**config.mk**
```make
export PLATFORM = sky130hd
export DESIGN_NAME = ahb_master_port
export DESIGN_NICKNAME = d
export VERILOG_FILES = /design/src/rtl/ahb_master_port.sv
export SDC_FILE = /design/constraint.sdc
export NUM_CORES = 1
export LEC_CHECK = 0
export ABC_AREA = 0
export BUFFER_PORTS_ARGS = -buffer_cell sky130_fd_sc_hd__buf_2
export CAP_MARGIN = 40
export CORE_MARGIN = 5
export CORE_UTILIZATION = 42
export CTS_CLUSTER_DIAMETER = 30
export DETAILED_ROUTE_END_ITERATION = 16
export PLACE_DENSITY = 0.84
export SLEW_MARGIN = 20
export SYNTH_ARGS = -nofsm -noshare
export SYNTH_HDL_FRONTEND = slang
export SYNTH_SLANG_ARGS = --single-unit
```
**constraint.sdc**
```tcl
create_clock -name clk -period 1.9 [get_ports clk]
set_clock_uncertainty 0.15 [all_clocks]
set_input_delay 0.475 -clock clk [delete_from_list [all_inputs] [get_ports clk]]
set_output_delay 0.475 -clock clk [all_outputs]
set_load 0.005 [all_outputs]
```
**src/rtl/ahb_master_port.sv**
```systemverilog
// ahb_master_port: single-word CPU request to bus transfer front end.
// Requests the bus, holds address/write phase until granted, waits for the
// slave's ready in the data phase, then reports completion (and error) to
// the CPU. Both waiting phases are bounded by TIMEOUT cycles.
module ahb_master_port #(
    parameter int unsigned TIMEOUT  = 16,
    parameter logic [31:0] SEL_MASK = 32'hFFFC_0000,
    parameter logic [31:0] SEL_BASE = 32'h0000_0000
) (
    input  logic        clk,
    input  logic        rst,
    input  logic        cpu_req,
    input  logic        cpu_write,
    input  logic [31:0] cpu_addr,
    input  logic [31:0] cpu_wdata,
    output logic        cpu_stall,
    output logic        cpu_done,
    output logic        cpu_err,
    output logic [31:0] cpu_rdata,
    output logic        HBusReq,
    input  logic        HGrant,
    output logic [31:0] HAddress,
    output logic [31:0] HWrite_data,
    output logic        HWrite,
    output logic        HSel,
    input  logic [31:0] HRead_data,
    input  logic        HReady,
    input  logic [1:0]  HResp
);

    // One extra bit beyond what TIMEOUT needs so saturation is never reached
    // before the abort compare fires.
    localparam int CW = $clog2(TIMEOUT) + 1;
    localparam logic [CW-1:0] CNT_LAST = CW'(TIMEOUT - 1);
    localparam logic [CW-1:0] CNT_MAX  = '1;
    localparam logic [1:0]    RESP_ERROR = 2'b01;

    typedef enum logic [1:0] {
        IDLE = 2'd0,
        REQ  = 2'd1,
        DATA = 2'd2,
        RESP = 2'd3
    } state_t;

    state_t          state_reg, state_next;
    logic [CW-1:0]   cnt_reg, cnt_next;
    logic            err_reg, err_next;
    logic [31:0]     addr_reg, addr_next;
    logic [31:0]     wdata_reg, wdata_next;
    logic [31:0]     rdata_reg, rdata_next;
    logic            write_reg, write_next;
    logic            sel_reg, sel_next;
    logic [CW-1:0]   cnt_inc;

    assign cnt_inc = (cnt_reg == CNT_MAX) ? cnt_reg : cnt_reg + 1'b1;

    // State and datapath registers; reset aborts any transfer in flight.
    always_ff @(posedge clk or negedge rst) begin
        if (!rst) begin
            state_reg <= IDLE;
            cnt_reg   <= '0;
            err_reg   <= 1'b0;
            addr_reg  <= 32'b0;
            wdata_reg <= 32'b0;
            rdata_reg <= 32'b0;
            write_reg <= 1'b0;
            sel_reg   <= 1'b0;
        end else begin
            state_reg <= state_next;
            cnt_reg   <= cnt_next;
            err_reg   <= err_next;
            addr_reg  <= addr_next;
            wdata_reg <= wdata_next;
            rdata_reg <= rdata_next;
            write_reg <= write_next;
            sel_reg   <= sel_next;
        end
    end

    // Next-state and datapath update; every register holds unless changed.
    always_comb begin
        state_next = state_reg;
        cnt_next   = cnt_reg;
        err_next   = err_reg;
        addr_next  = addr_reg;
        wdata_next = wdata_reg;
        rdata_next = rdata_reg;
        write_next = write_reg;
        sel_next   = sel_reg;
        unique case (state_reg)
            IDLE: begin
                if (cpu_req) begin
                    addr_next  = cpu_addr;
                    wdata_next = cpu_wdata;
                    write_next = cpu_write;
                    sel_next   = ((cpu_addr & SEL_MASK) == SEL_BASE);
                    cnt_next   = '0;
                    err_next   = 1'b0;
                    state_next = REQ;
                end
            end
            REQ: begin
                if (HGrant) begin
                    cnt_next   = '0;
                    state_next = DATA;
                end else if (cnt_reg == CNT_LAST) begin
                    err_next   = 1'b1;
                    state_next = RESP;
                end else begin
                    cnt_next = cnt_inc;
                end
            end
            DATA: begin
                // Ready takes priority over an abort in the same cycle.
                if (HReady) begin
                    if (!write_reg) begin
                        rdata_next = HRead_data;
                    end
                    err_next   = (HResp == RESP_ERROR);
                    state_next = RESP;
                end else if (cnt_reg == CNT_LAST) begin
                    err_next   = 1'b1;
                    state_next = RESP;
                end else begin
                    cnt_next = cnt_inc;
                end
            end
            RESP: begin
                state_next = IDLE;
            end
            default: begin
                state_next = IDLE;
            end
        endcase
    end

    // Outputs decode from state and registers only; no bus input reaches them.
    assign cpu_stall   = (state_reg == REQ) || (state_reg == DATA) ||
                         ((state_reg == IDLE) && cpu_req);
    assign cpu_done    = (state_reg == RESP);
    assign cpu_err     = (state_reg == RESP) && err_reg;
    assign cpu_rdata   = rdata_reg;
    assign HBusReq     = (state_reg == REQ);
    assign HAddress    = addr_reg;
    assign HWrite_data = wdata_reg;
    assign HWrite      = write_reg;
    assign HSel        = sel_reg;

endmodule

```
== After elaboration in Yosys (flattened, before gate mapping) ==
Cells that the tools add are included.
Widths: inputs -> output; s select.
Word-level totals
  register bits: 106
  bits of input ports: 104
  word-level logic and storage cells: 46
Operators by class
  add/subtract/negate cells: 1
  equality and inequality tests: 9
  mux-type cells: 16
  bitwise operators: 1
  reduce and logical (&&, ||, !) cells: 11
Operators by type and width (number)
  $logic_not 32->1: 1
  $mux 5: 5
  $pmux 5 s3: 1
  $reduce_and 3->1: 3
  $mux 2: 4
  $pmux 2 s4: 1
  $ne 2x2->1 const B: 3
  $add 5x1->5 const B: 1
  $eq 5x4->1 const B: 1
  $eq 5x5->1 const B: 1
  $eq 2x1->1 const B: 2
  $eq 2x2->1 const B: 2
  $mux 1: 4
  $pmux 1 s3: 1
  $reduce_bool 3->1: 1
  $logic_and 1x1->1: 2
  $logic_not 2->1: 1
  $logic_or 1x1->1: 2
  $reduce_and 2->1: 1
  $not 1->1: 1

== Logic depth before layout (Yosys ltp) ==
Gate-level depths: netlist of the first run.
  depth in word-level cells: 5
  mapped depth: 7
  depth with buffers taken out: 6

== Worst setup path before layout of the first run ==
OpenSTA, ideal clock, no wires.
  path type: register to output
  start: reg state_reg[1]
  end: out cpu_stall
  arrival time: 1283 ps
  required time: 1275 ps
  path slack: -8 ps
  cell stages (with the launch flop): 7
  buffers on the path: 2
  path through: dfrtp_1 -> inv_1 -> ha_1 -> nand2_1 -> buf_2 -> buf_2 -> nand2b_1
Between the ends
  longest elaborated chain between the ends: 3
RTL lines
  start: declaration: RTL line 45  | state_t state_reg, state_next;
  start signal: assignment: RTL line 69  | state_reg <= state_next;
  $eq 2x1->1, or another cell as far along: RTL line 138  | assign cpu_stall = (state_reg == REQ) || (state_reg == DATA) ||
  $logic_or 1x1->1 or $logic_and 1x1->1 (tied branches): RTL line 138, 139
  $logic_or 1x1->1 (*): RTL line 138
  end: declaration: RTL line 16  | output logic cpu_stall,
Every way passes the cells marked *; elsewhere a longest branch is shown, timed or not.

== Worst setup path in the final report of the first run ==
  start: reg state_reg[0]
  end: out cpu_stall
The elaborated chain is that of the path after synthesis.

==> summary.md, run 1 <==
| Metric | Value |
|---|---|
| Finished Core Util | `58.3%` |
| # rows | `37` |
| Port-buffer cells | `205` |
| Yosys warning total | `0` |
| Crit path launch type | `register` |
| Die Y | `112 µm` |
| Largest net degree at the start of global routing | `107` |
| CTS tree | `built` |
| Net Sw Frac | `29.7%` |
| Maximum vdd drop | `0.695 mV` |
| Gate power share | `between 40 and 50%` |
| Final worst path period share | `104%` |
| Area Growth Syn to Fin | `37.1%` |
| GPL Wtd Cong | `0.898` |
| Initial antenna violation count | `0` |
| Average routed wire per standard cell | `16.9 µm` |
| Most frequent cells after synthesis | `106 x dfrtp_1, 67 x mux2_2, 30 x mux2_4` |
| Worst endpoint required time | `1270 ps` |
| Die area | `between 0.01 and 0.015 mm²` |
| Mapped Area | `0.00435 mm²` |
| Max-slew headroom | `62.8%` |
| TNS Setup | `-103 ps` |
| Clk sinks | `106` |
| WS Path Type | `register to output port` |
| Top-Level Pins | `206` |
| Initial Utilization | `between 40% and 50%` |
| Pleak | `3.09 nW` |
| Nets | `611` |
| Final setup vio count | `2` |
| Syn Nets | `386` |
| Tot GR Track Use | `about 17%` |
| CP bufs+invs | `2` |
| Fillers | `842` |
| Layout cells sized above 1 | `69.1%` |
| Pint | `approximately 6.4 mW` |
| Setup crit end kind | `output port` |
| Sequential share of the synthesized area | `60.9%` |
| Fmax | `0.508 GHz` |
| DRC errors left | `0` |
| Clock-pin slew on the worst setup and hold paths | `110 ps` |
| Critical-path top delay cell | `dfrtp_1` |
| Avg Cell Area, Syn | `15.8 µm²` |
| Total CTS buffers | `9` |
| Drt pass-1 iters | `4` |
| Register share of total power | `42.1%` |
| Crit path largest cell delay | `410 ps` |
| Yosys top cell by area | `dfrtp_1` |
| Reg2Reg Depth | `6` |
| Vias in the first global route | `3492` |
| Logic depth of the worst path, buffers included | `4` |
| Detailed-route via count | `3131` |
| Ys async rst share | `100%` |
| H-Tree Depth | `3` |
| Final Hold Vio Count | `0` |
| RSZ-0062 raised after global routing | `true` |
| Area contributors post-synth | `dfrtp_1 61%, mux2_2 17%, mux2_4 10%` |
| Clk network pwr share | `17.9%` |
| Clk buf depth | `2` |
| Number of diodes | `0` |
| Crit path arrival time | `1340 ps` |
| Cell family with most CP delay | `flip-flops` |
| Post-route ant nets | `0` |
| Number of synthesized flops with an enable pin | `0` |
| Pwr Total | `9.11 mW` |
| Net Sw Power | `2.70 mW` |
| Total wire length | `about 11 mm` |
| Core area | `0.0102 mm²` |
| Die W | `112 µm` |
| Worst-Margin Slew | `558 ps` |
| Max-cap viol count | `0` |
| Final Max Tran Viols | `0` |
| PD cells | `1530 mW/mm²` |
| Worst hold path class | `primary input to asynchronous set/reset pin` |
| Synth unique cells | `32` |
| Synth top area share | `60.9%` |
| DR iter-0 viols | `about 110` |
| CP Max Fanout | `4` |
| Hpwl dp | `8.17 mm` |
| GRT overflow | `0` |
| Clock Latency Late Sink | `350 ps` |
| Post-synth top flop | `dfrtp_1` |
| Root buf cell | `clkbuf_8` |
| Tmin final | `1970 ps` |
| Flops & latches, synth | `106` |
| Fin worst setup slack | `-67.7 ps` |
| Outcome | `finished with violations` |
| Failing checks | `negative setup slack` |
| Post-synthesis cell count | `roughly 280` |
| DR vias/cell | `roughly 5` |
| Most frequent cell after synthesis | `dfrtp_1` |
| First-pass GRT wire length | `17.3 mm` |
| CP cell instances | `inv_2, ha_4, nand2b_4, buf_6` |
power by group through the flow:
stage          Sequential [mW]  Clock (mW)  Combinational, mW
6_report                  3.83        1.63               3.65
5_1_grt                   3.96        1.78               3.95
2_1_floorplan             3.93           0               1.72
3_3_place_gp              3.80           0               3.35
4_1_cts                   3.83        1.69               3.65
3_5_place_dp              3.87           0               3.48
metal layers:
layer | part of all wire (%) | up-vias | wire length [µm] | GRT usage (%)
li1 | - | 1422 | - | -
met1 | 39 | 1557 | 4250 | 19.5
met2 | 52 | 134 | 5600 | 30.2
met3 | 7.4 | 18 | 806 | 4.84
met4 | 1.7 | 0 | 182 | 6.33
met5 | 0 | - | 0 | 0
worst register-to-register path: stages (launching register included):
cell,delay [ps]
dfrtp_1,410
inv_2,120
ha_2,200
nand2_2,80
or2_4,270
clkbuf_16,200
mux2_4,310
placed cells by master (no fill, tap or decap), types with 2 or more instances in the layout:
master	n
buf_2	202
dfrtp_1	106
mux2_2	67
mux2_4	30
buf_4	15
clkbuf_8	9
a21oi_1	7
o21ai_0	6
nor2_1	5
nor4_1	4
buf_6	4
nand3_1	3
nand2_1	3
ha_1	3
bufinv_16	3
buf_12	3
inv_2	2
nor2b_1	2
nand2b_1	2
a21boi_0	2
ha_4	2
ha_2	2
clkinv_4	2
per-stage QoR:
stage / instance area (µm²) / worst slack (ps) / hold slack (ps) / instances
finish: 5970 / -67.7 / 3.31 / 641
global route: 5970 / -124 / 61.3 / 641
CTS: 5910 / -88.4 / 34.3 / 638
detailed placement: 5570 / -2.81 / 320 / 616
global placement: 5570 / 80.2 / 312 / 616
floorplan: 4360 / 38.0 / 29.4 / 275
cells by family (layout without fill, tap and decap cells):
family          after synthesis  count (layout)  synth area share, %
flops                       106             106                 60.9
mux                          97              97                 27.7
simple gates                 27              27                 3.33
compound gates               24              24                 3.36
buf+inv                      14             244                 2.70
fa+ha+maj                     7               7                 2.01
layout make-up:
cell class	instances	area, µm²	share of cell area (%)
Multi-Input combinational cell	155	1640	27.4
Inverter	3	11.3	0.189
Clock inverter	6	115	1.93
Timing Repair Buffer	225	1250	21.0
Tap cell	136	170	2.85
Sequential cell	106	2650	44.4
Clock buffer	10	128	2.14
worst paths after layout:
check                                from         endpoint  slack [ps]
setup / recovery             state_reg[0]        cpu_stall         -70
hold / removal                        rst    cpu_rdata[18]           3
setup reg to reg             state_reg[0]     cpu_rdata[1]          50
hold reg to reg                      HSel             HSel         350
max in group asynchronous             rst  HWrite_data[17]        1160
min in group clk           HRead_data[12]    cpu_rdata[12]         190
timing repair:
| action | in CTS | in global routing |
|---|---|---|
| pin swaps | 3 | 2 |
| setup endpoints to repair | 13 | 34 |
| gates cloned | 0 | 1 |
| gates resized for setup | 11 | 5 |
| hold buffers | 0 | 0 |
| setup buffers | 7 | 2 |
(Power assumes the default switching activity.)
==> run 2: changes to the inputs <==
--- a/config.mk
+++ b/config.mk
@@ -9,10 +9,10 @@
 export BUFFER_PORTS_ARGS = -buffer_cell sky130_fd_sc_hd__buf_2
 export CAP_MARGIN = 40
 export CORE_MARGIN = 5
-export CORE_UTILIZATION = 42
+export CORE_UTILIZATION = 50
 export CTS_CLUSTER_DIAMETER = 30
 export DETAILED_ROUTE_END_ITERATION = 16
-export PLACE_DENSITY = 0.84
+export PLACE_DENSITY = 0.93
 export SLEW_MARGIN = 20
 export SYNTH_ARGS = -nofsm -noshare
 export SYNTH_HDL_FRONTEND = slang
==> constraint.sdc (replaced) <==
create_clock -name clk -period 2.3 [get_ports clk]
set_clock_uncertainty 0.15 [all_clocks]
set_input_delay 0.575 -clock clk [delete_from_list [all_inputs] [get_ports clk]]
set_output_delay 0.575 -clock clk [all_outputs]
set_load 0.005 [all_outputs]
==> run 2 against run 1 <==
  * The flow now finishes without violations
  * Critical path depth is the same
  * Via count fell by 1.9%
  * Register-to-register slack improved by 200 ps
  * Combinational power shrank 23%
  * Critical path type unchanged
  * Largest cell class unchanged
==> summary.md, run 2 (same netlist as run 1, synthesis figures left out) <==
| Metric | Value |
|---|---|
| Initial Utilization | `50.7% (+8.1 points)` |
| Top sig layer | `met4` |
| Gate power share | `39.8% (-0.3 points)` |
| Tot GR Track Use | `19.1% (+2.1 points)` |
| Die W | `103 µm (-7.6%)` |
| WS Path Type | `register to output port` |
| First-pass GRT wire length | `15.8 mm (-8.6%)` |
| Initial antenna violation count | `0 (unchanged)` |
| WL met2 | `5.53 mm (-1.3%)` |
| # rows | `34 (-8.1%)` |
| Port-buffer cells | `205 (unchanged)` |
| Reg2reg end | `cnt_reg[0]` |
| Final setup vio count | `0 (-2)` |
| Pwr Total | `7.02 mW (-23%)` |
| DR iter-0 viols | `78 (-32%)` |
| Number of diodes | `0 (unchanged)` |
| Wire length on met3 | `806 µm (unchanged)` |
| R2r setup slk | `250 ps (+200 ps)` |
| Root buf cell | `clkbuf_8` |
| Hpwl dp | `8.19 mm (+0.26%)` |
| Worst hold path class | `primary input to asynchronous set/reset pin` |
| Clock Latency Late Sink | `350 ps (about the same)` |
| CTS tree | `built` |
| Drt pass-1 iters | `4 (unchanged)` |
| Total wire length | `10.5 mm (-3.5%)` |
| Dpl ws | `268 ps (+271 ps)` |
| PD cells | `1230 mW/mm² (-19%)` |
| Outcome | `finished, final reports clean` |
| Largest net degree at the start of global routing | `54 (-50%)` |
| Most frequent cells in the layout | `204 x buf_2, 105 x dfrtp_1, 67 x mux2_2, 30 x mux2_4, 9 x clkbuf_8` |
| Pleak | `2.97 nW (-3.9%)` |
| Fin worst setup slack | `103 ps (+171 ps)` |
| Met1 wire length | `3.90 mm (-8.3%)` |
| Net Sw Frac | `31.5% (+1.8 points)` |
| CP bufs+invs | `2 (unchanged)` |
| DRC errors left | `0 (unchanged)` |
| Crit path arrival time | `1470 ps (+130 ps)` |
| Tmin final | `2200 ps` |
| CP startpoint | `state_reg[1]` |
| Max-cap viol count | `0 (unchanged)` |
| RSZ-0062 raised after global routing | `false` |
| Crit path launch type | `register` |
| Setup crit end kind | `output port` |
| GRT overflow | `0 (unchanged)` |
| Clk sinks | `106 (unchanged)` |
| CP Max Fanout | `6 (+2)` |
| Commonest non-fill, non-tap cell in the layout | `buf_2` |
| Start of the worst register-to-register path | `state_reg[0]` |
| Total CTS buffers | `9 (unchanged)` |
| Fillers | `639 (-24%)` |
| DR vias/cell | `5.13 (+4.9%)` |
| Die Y | `103 µm (-7.6%)` |
| Reg2Reg Depth | `6 (unchanged)` |
| Worst endpoint required time | `1570 ps (+300 ps)` |
| Core area | `0.00859 mm² (-16%)` |
| Final Hold Vio Count | `0 (unchanged)` |
| Hold-fix buffers, CTS | `0 (unchanged)` |
| Final worst path period share | `95.5%` |
| Layout cells sized above 1 | `67.4% (-1.7 points)` |
| Final Max Tran Viols | `0 (unchanged)` |
| Fmax | `0.455 GHz` |
| GPL Wtd Cong | `1.01 (+12%)` |
| Average routed wire per standard cell | `17.5 µm (+3.3%)` |
| Net Sw Power | `2.21 mW (-18%)` |
| Clk network pwr share | `14.9% (-3.0 points)` |
| TNS Setup | `0 ps (+103 ps)` |
| Top-Level Pins | `206 (unchanged)` |
| Register share of total power | `45.2% (+3.1 points)` |
| Finished Core Util | `66.2% (+7.9 points)` |
| Critical-path top delay cell | `dfrtp_2` |
| CP cell instances | `inv_2, ha_2, nand2b_1, buf_2` |
| H-Tree Depth | `3 (unchanged)` |
| Detailed-route via count | `3070 (-1.9%)` |
| Nets | `597 (-2.3%)` |
| Maximum vdd drop | `0.767 mV (+10%)` |
| Max-slew headroom | `65.5% (+2.7 points)` |
| Clock-pin slew on the worst setup and hold paths | `100 ps (about the same)` |
| Area Growth Syn to Fin | `30.7%` |
| Crit path largest cell delay | `470 ps (+60 ps)` |
| Post-route ant nets | `0 (unchanged)` |
| Vias in the first global route | `3216 (-7.9%)` |
| Clk buf depth | `2 (unchanged)` |
| Die area | `0.0107 mm² (-15%)` |
| Cell family with most CP delay | `flip-flops` |
| Pint | `4.81 mW (-25%)` |
| Worst-Margin Slew | `512 ps (-45.7 ps)` |
[run 2: cell count changes in the layout (fill, tap and decap cells not counted), sizes merged]
cell    previous run  this run
inv                3         5
clkbuf            11        10
clkinv             2         3
bufinv             3         0
buf              224       211
[run 2: routing by layer]
metal | GRT usage [%] | up-vias
met5 | 0 | -
met4 | 7.37 | 0
met3 | 3.96 | 28
met2 | 34.0 | 142
met1 | 22.6 | 1498
li1 | - | 1402
[run 2: repair_timing]
| action | 4_1_cts | 5_1_grt |
|---|---|---|
| endpoints found under the setup margin | 0 | 1 |
| resized for setup | 0 | 4 |
| hold endpoints to repair | 0 | 0 |
| setup buffers | 0 | 1 |
[run 2: metrics by stage]
| step | hold WS (ps) | instance area [µm²] | std cells |
|---|---|---|---|
| final | 7.78 | 5690 | 599 |
| after floorplan | 129 | 4350 | 275 |
| after global routing | 13.7 | 5690 | 599 |
| after global placement | 311 | 5500 | 582 |
| after CTS | 11.6 | 5680 | 598 |
| after detailed placement | 322 | 5500 | 582 |
[run 2: how the worst max path moves through the flow]
stage	to	slack (ps)	depth (start not counted)
final	cpu_stall	100	4
after floorplan	cpu_stall	290	6
after detailed placement	cnt_reg[0]	270	6
after global routing	cpu_stall	30	4
after global placement	cpu_rdata[20]	380	6
after CTS	cpu_stall	30	4
[run 2: cell type report]
class	count	area (µm²)	share of cell area, %
multi-input combinational	155	1590	27.9
sequential	106	2650	46.6
tap	108	135	2.37
inverter	3	11.3	0.198
timing repair buffer	211	1120	19.7
clock buffer	10	128	2.24
clock inverter	6	50.0	0.880
[run 2: power groups by stage]
stage / clock (mW) / combinational, mW / sequential, mW
CTS: 1.08 / 2.83 / 3.18
floorplan: 0 / 1.42 / 3.24
global placement: 0 / 2.68 / 3.14
finish: 1.05 / 2.80 / 3.17
detailed placement: 0 / 2.83 / 3.21
global route: 1.15 / 3.07 / 3.28
==> run 3: changes to the inputs <==
--- a/config.mk
+++ b/config.mk
@@ -8,6 +8,7 @@
 export ABC_AREA = 0
 export BUFFER_PORTS_ARGS = -buffer_cell sky130_fd_sc_hd__buf_2
 export CAP_MARGIN = 40
+export CORE_ASPECT_RATIO = 1.4
 export CORE_MARGIN = 5
 export CORE_UTILIZATION = 50
 export CTS_CLUSTER_DIAMETER = 30
==> run 3 against run 2 <==
  * Die area grew 0.25%
  * Design area grew 1.6%
  * Routed wire length grew 0.63%
  * Cell count shrank 1.0%
  * Via count shrank 1.4%
  * Sequential share of layout area shrank 0.76 points
  * First-iteration DRC count shrank 17%
  * Critical endpoint unchanged
  * Highest routed layer unchanged
==> summary.md, run 3 (same netlist as run 1, synthesis figures left out) <==
| Metric | Value |
|---|---|
| Top-Level Pins | `206 (unchanged)` |
| Crit path launch type | `register` |
| CP startpoint | `state_reg[1]` |
| Area Growth Syn to Fin | `32.8%` |
| Port-buffer cells | `205 (unchanged)` |
| Clock-pin slew on the worst setup and hold paths | `70 ps (-30 ps)` |
| Design area | `0.00578 mm² (+1.6%)` |
| TNS Setup | `0 ps (unchanged)` |
| Worst endpoint required time | `1570 ps (about the same)` |
| Maximum vdd drop | `0.715 mV (-6.9%)` |
| Hold Slack | `17.5 ps (+9.73 ps)` |
| DR iter-0 viols | `65 (-17%)` |
| H-Tree Depth | `3 (unchanged)` |
| Net Sw Frac | `29.8% (-1.7 points)` |
| Hpwl dp | `8.13 mm (-0.71%)` |
| Tmin final | `2200 ps (+6.49 ps)` |
| Drt pass-1 iters | `4 (unchanged)` |
| Final Hold Vio Count | `0 (unchanged)` |
| Pint | `5.18 mW (+7.8%)` |
| Final worst path period share | `95.8% (+0.28 points)` |
| Tot GR Track Use | `19.6% (+0.53 points)` |
| Clock Latency Late Sink | `340 ps (about the same)` |
| DR vias/cell | `5.10 (-0.44%)` |
| First-pass GRT wire length | `16.2 mm (+2.1%)` |
| CTS tree | `built` |
| Die area | `0.0107 mm² (+0.25%)` |
| Root buf cell | `clkbuf_16` |
| Most frequent cells in the layout | `204 x buf_2, 105 x dfrtp_1, 67 x mux2_2, 30 x mux2_4, 9 x clkbuf_16` |
| Worst-Margin Slew | `492 ps (-20.2 ps)` |
| Clk sinks | `106 (unchanged)` |
| RSZ-0062 raised after global routing | `false` |
| Core area | `0.00856 mm² (-0.41%)` |
| Number of diodes | `0 (unchanged)` |
| Fillers | `610 (-4.5%)` |
| Total wire length | `10.5 mm (+0.63%)` |
| Pleak | `3.01 nW (+1.5%)` |
| CP bufs+invs | `2 (unchanged)` |
| Start of the worst register-to-register path | `state_reg[0]` |
| GRT overflow | `0 (unchanged)` |
| Final Max Tran Viols | `0 (unchanged)` |
| Final setup vio count | `0 (unchanged)` |
| Gate power share | `37.8% (-2.0 points)` |
| Commonest non-fill, non-tap cell in the layout | `buf_2` |
| DRC errors left | `0 (unchanged)` |
| Initial antenna violation count | `0 (unchanged)` |
| Initial Utilization | `50.9% (+0.21 points)` |
| Layout cells sized above 1 | `67.2% (-0.20 points)` |
| Setup crit end kind | `output port` |
| Vias in the first global route | `3309 (+2.9%)` |
| WS Path Type | `register to output port` |
| Net Sw Power | `2.20 mW (-0.28%)` |
| Critical-path top delay cell | `dfrtp_2` |
| Nets | `596 (-0.17%)` |
| Crit path arrival time | `1480 ps (about the same)` |
| Outcome | `finished, final reports clean` |
| # rows | `40 (+18%)` |
| Cell family with most CP delay | `flip-flops` |
| Average routed wire per standard cell | `17.8 µm (+1.6%)` |
| Register share of total power | `42.9% (-2.3 points)` |
| DP Area | `0.00550 mm² (about the same)` |
| CP Max Fanout | `6 (unchanged)` |
| Clk network pwr share | `19.3% (+4.4 points)` |
| Clk buf depth | `2 (unchanged)` |
| Die Y | `120 µm (+17%)` |
| Fmax | `0.454 GHz (-0.29%)` |
| Max-slew headroom | `66.8% (+1.3 points)` |
| Total CTS buffers | `9 (unchanged)` |
| PD cells | `1280 mW/mm² (+3.6%)` |
| Largest net degree at the start of global routing | `46 (-15%)` |
| Post-route ant nets | `0 (unchanged)` |
| Worst hold path class | `primary input to asynchronous set/reset pin` |
| Max-cap viol count | `0 (unchanged)` |
| Crit path largest cell delay | `450 ps (-20 ps)` |
| GPL Wtd Cong | `0.826 (-18%)` |
| Detailed-route via count | `3026 (-1.4%)` |
| CP cell instances | `inv_1, ha_2, nand2b_1, buf_2` |
| Die W | `88.9 µm (-14%)` |
[run 3: final cells by class]
class	instances	area [µm²]	share of cell area, %
clock inverter	3	25.0	0.433
tap	105	131	2.27
timing repair buffer	210	1120	19.3
sequential	106	2650	45.9
multi-input combinational	155	1590	27.6
clock buffer	11	253	4.37
inverter	3	11.3	0.195
[run 3: what timing repair did]
item	4_1_cts	5_1_grt
endpoints found under the hold margin	0	0
resized for setup	1	3
buffers inserted	0	0
setup endpoints to repair	1	1
hold buffers	0	0
gates cloned	0	0
[run 3: path summary, 6_finish.rpt]
kind,to,cells after the start,slack (ps)
setup / recovery,cpu_stall,4,100
hold / removal,cpu_rdata[25],1,20
setup reg to reg,cpu_rdata[7],6,310
hold reg to reg,HWrite_data[20],1,350
max in group asynchronous,HSel,2,1390
min in group clk,cpu_rdata[8],2,310
[run 3: layer usage]
metal	track usage, %	up-vias	part of all wire [%]
met4	8.88	0	2.3
met3	3.89	23	8.0
met2	35.1	134	55
met5	0	-	0
li1	-	1397	-
met1	21.8	1472	35
[run 3: metrics by stage]
| step | cells | util (%) | setup WS [ps] | power (mW) |
|---|---|---|---|---|
| after floorplan | 275 | - | 292 | 4.66 |
| after global placement | 579 | 64.2 | 372 | 5.83 |
| after detailed placement | 579 | 64.2 | 256 | 6.03 |
| after CTS | 593 | 67.5 | 45.8 | 7.50 |
| after global routing | 593 | 67.6 | 21.7 | 7.87 |
| final | 593 | 67.6 | 96.8 | 7.39 |
[run 3: power groups by stage]
stage	clock, mW	combinational (mW)	sequential [mW]
2_1_floorplan	0	1.42	3.24
3_3_place_gp	0	2.69	3.14
3_5_place_dp	0	2.83	3.20
4_1_cts	1.47	2.85	3.18
5_1_grt	1.55	3.05	3.27
6_report	1.43	2.79	3.17
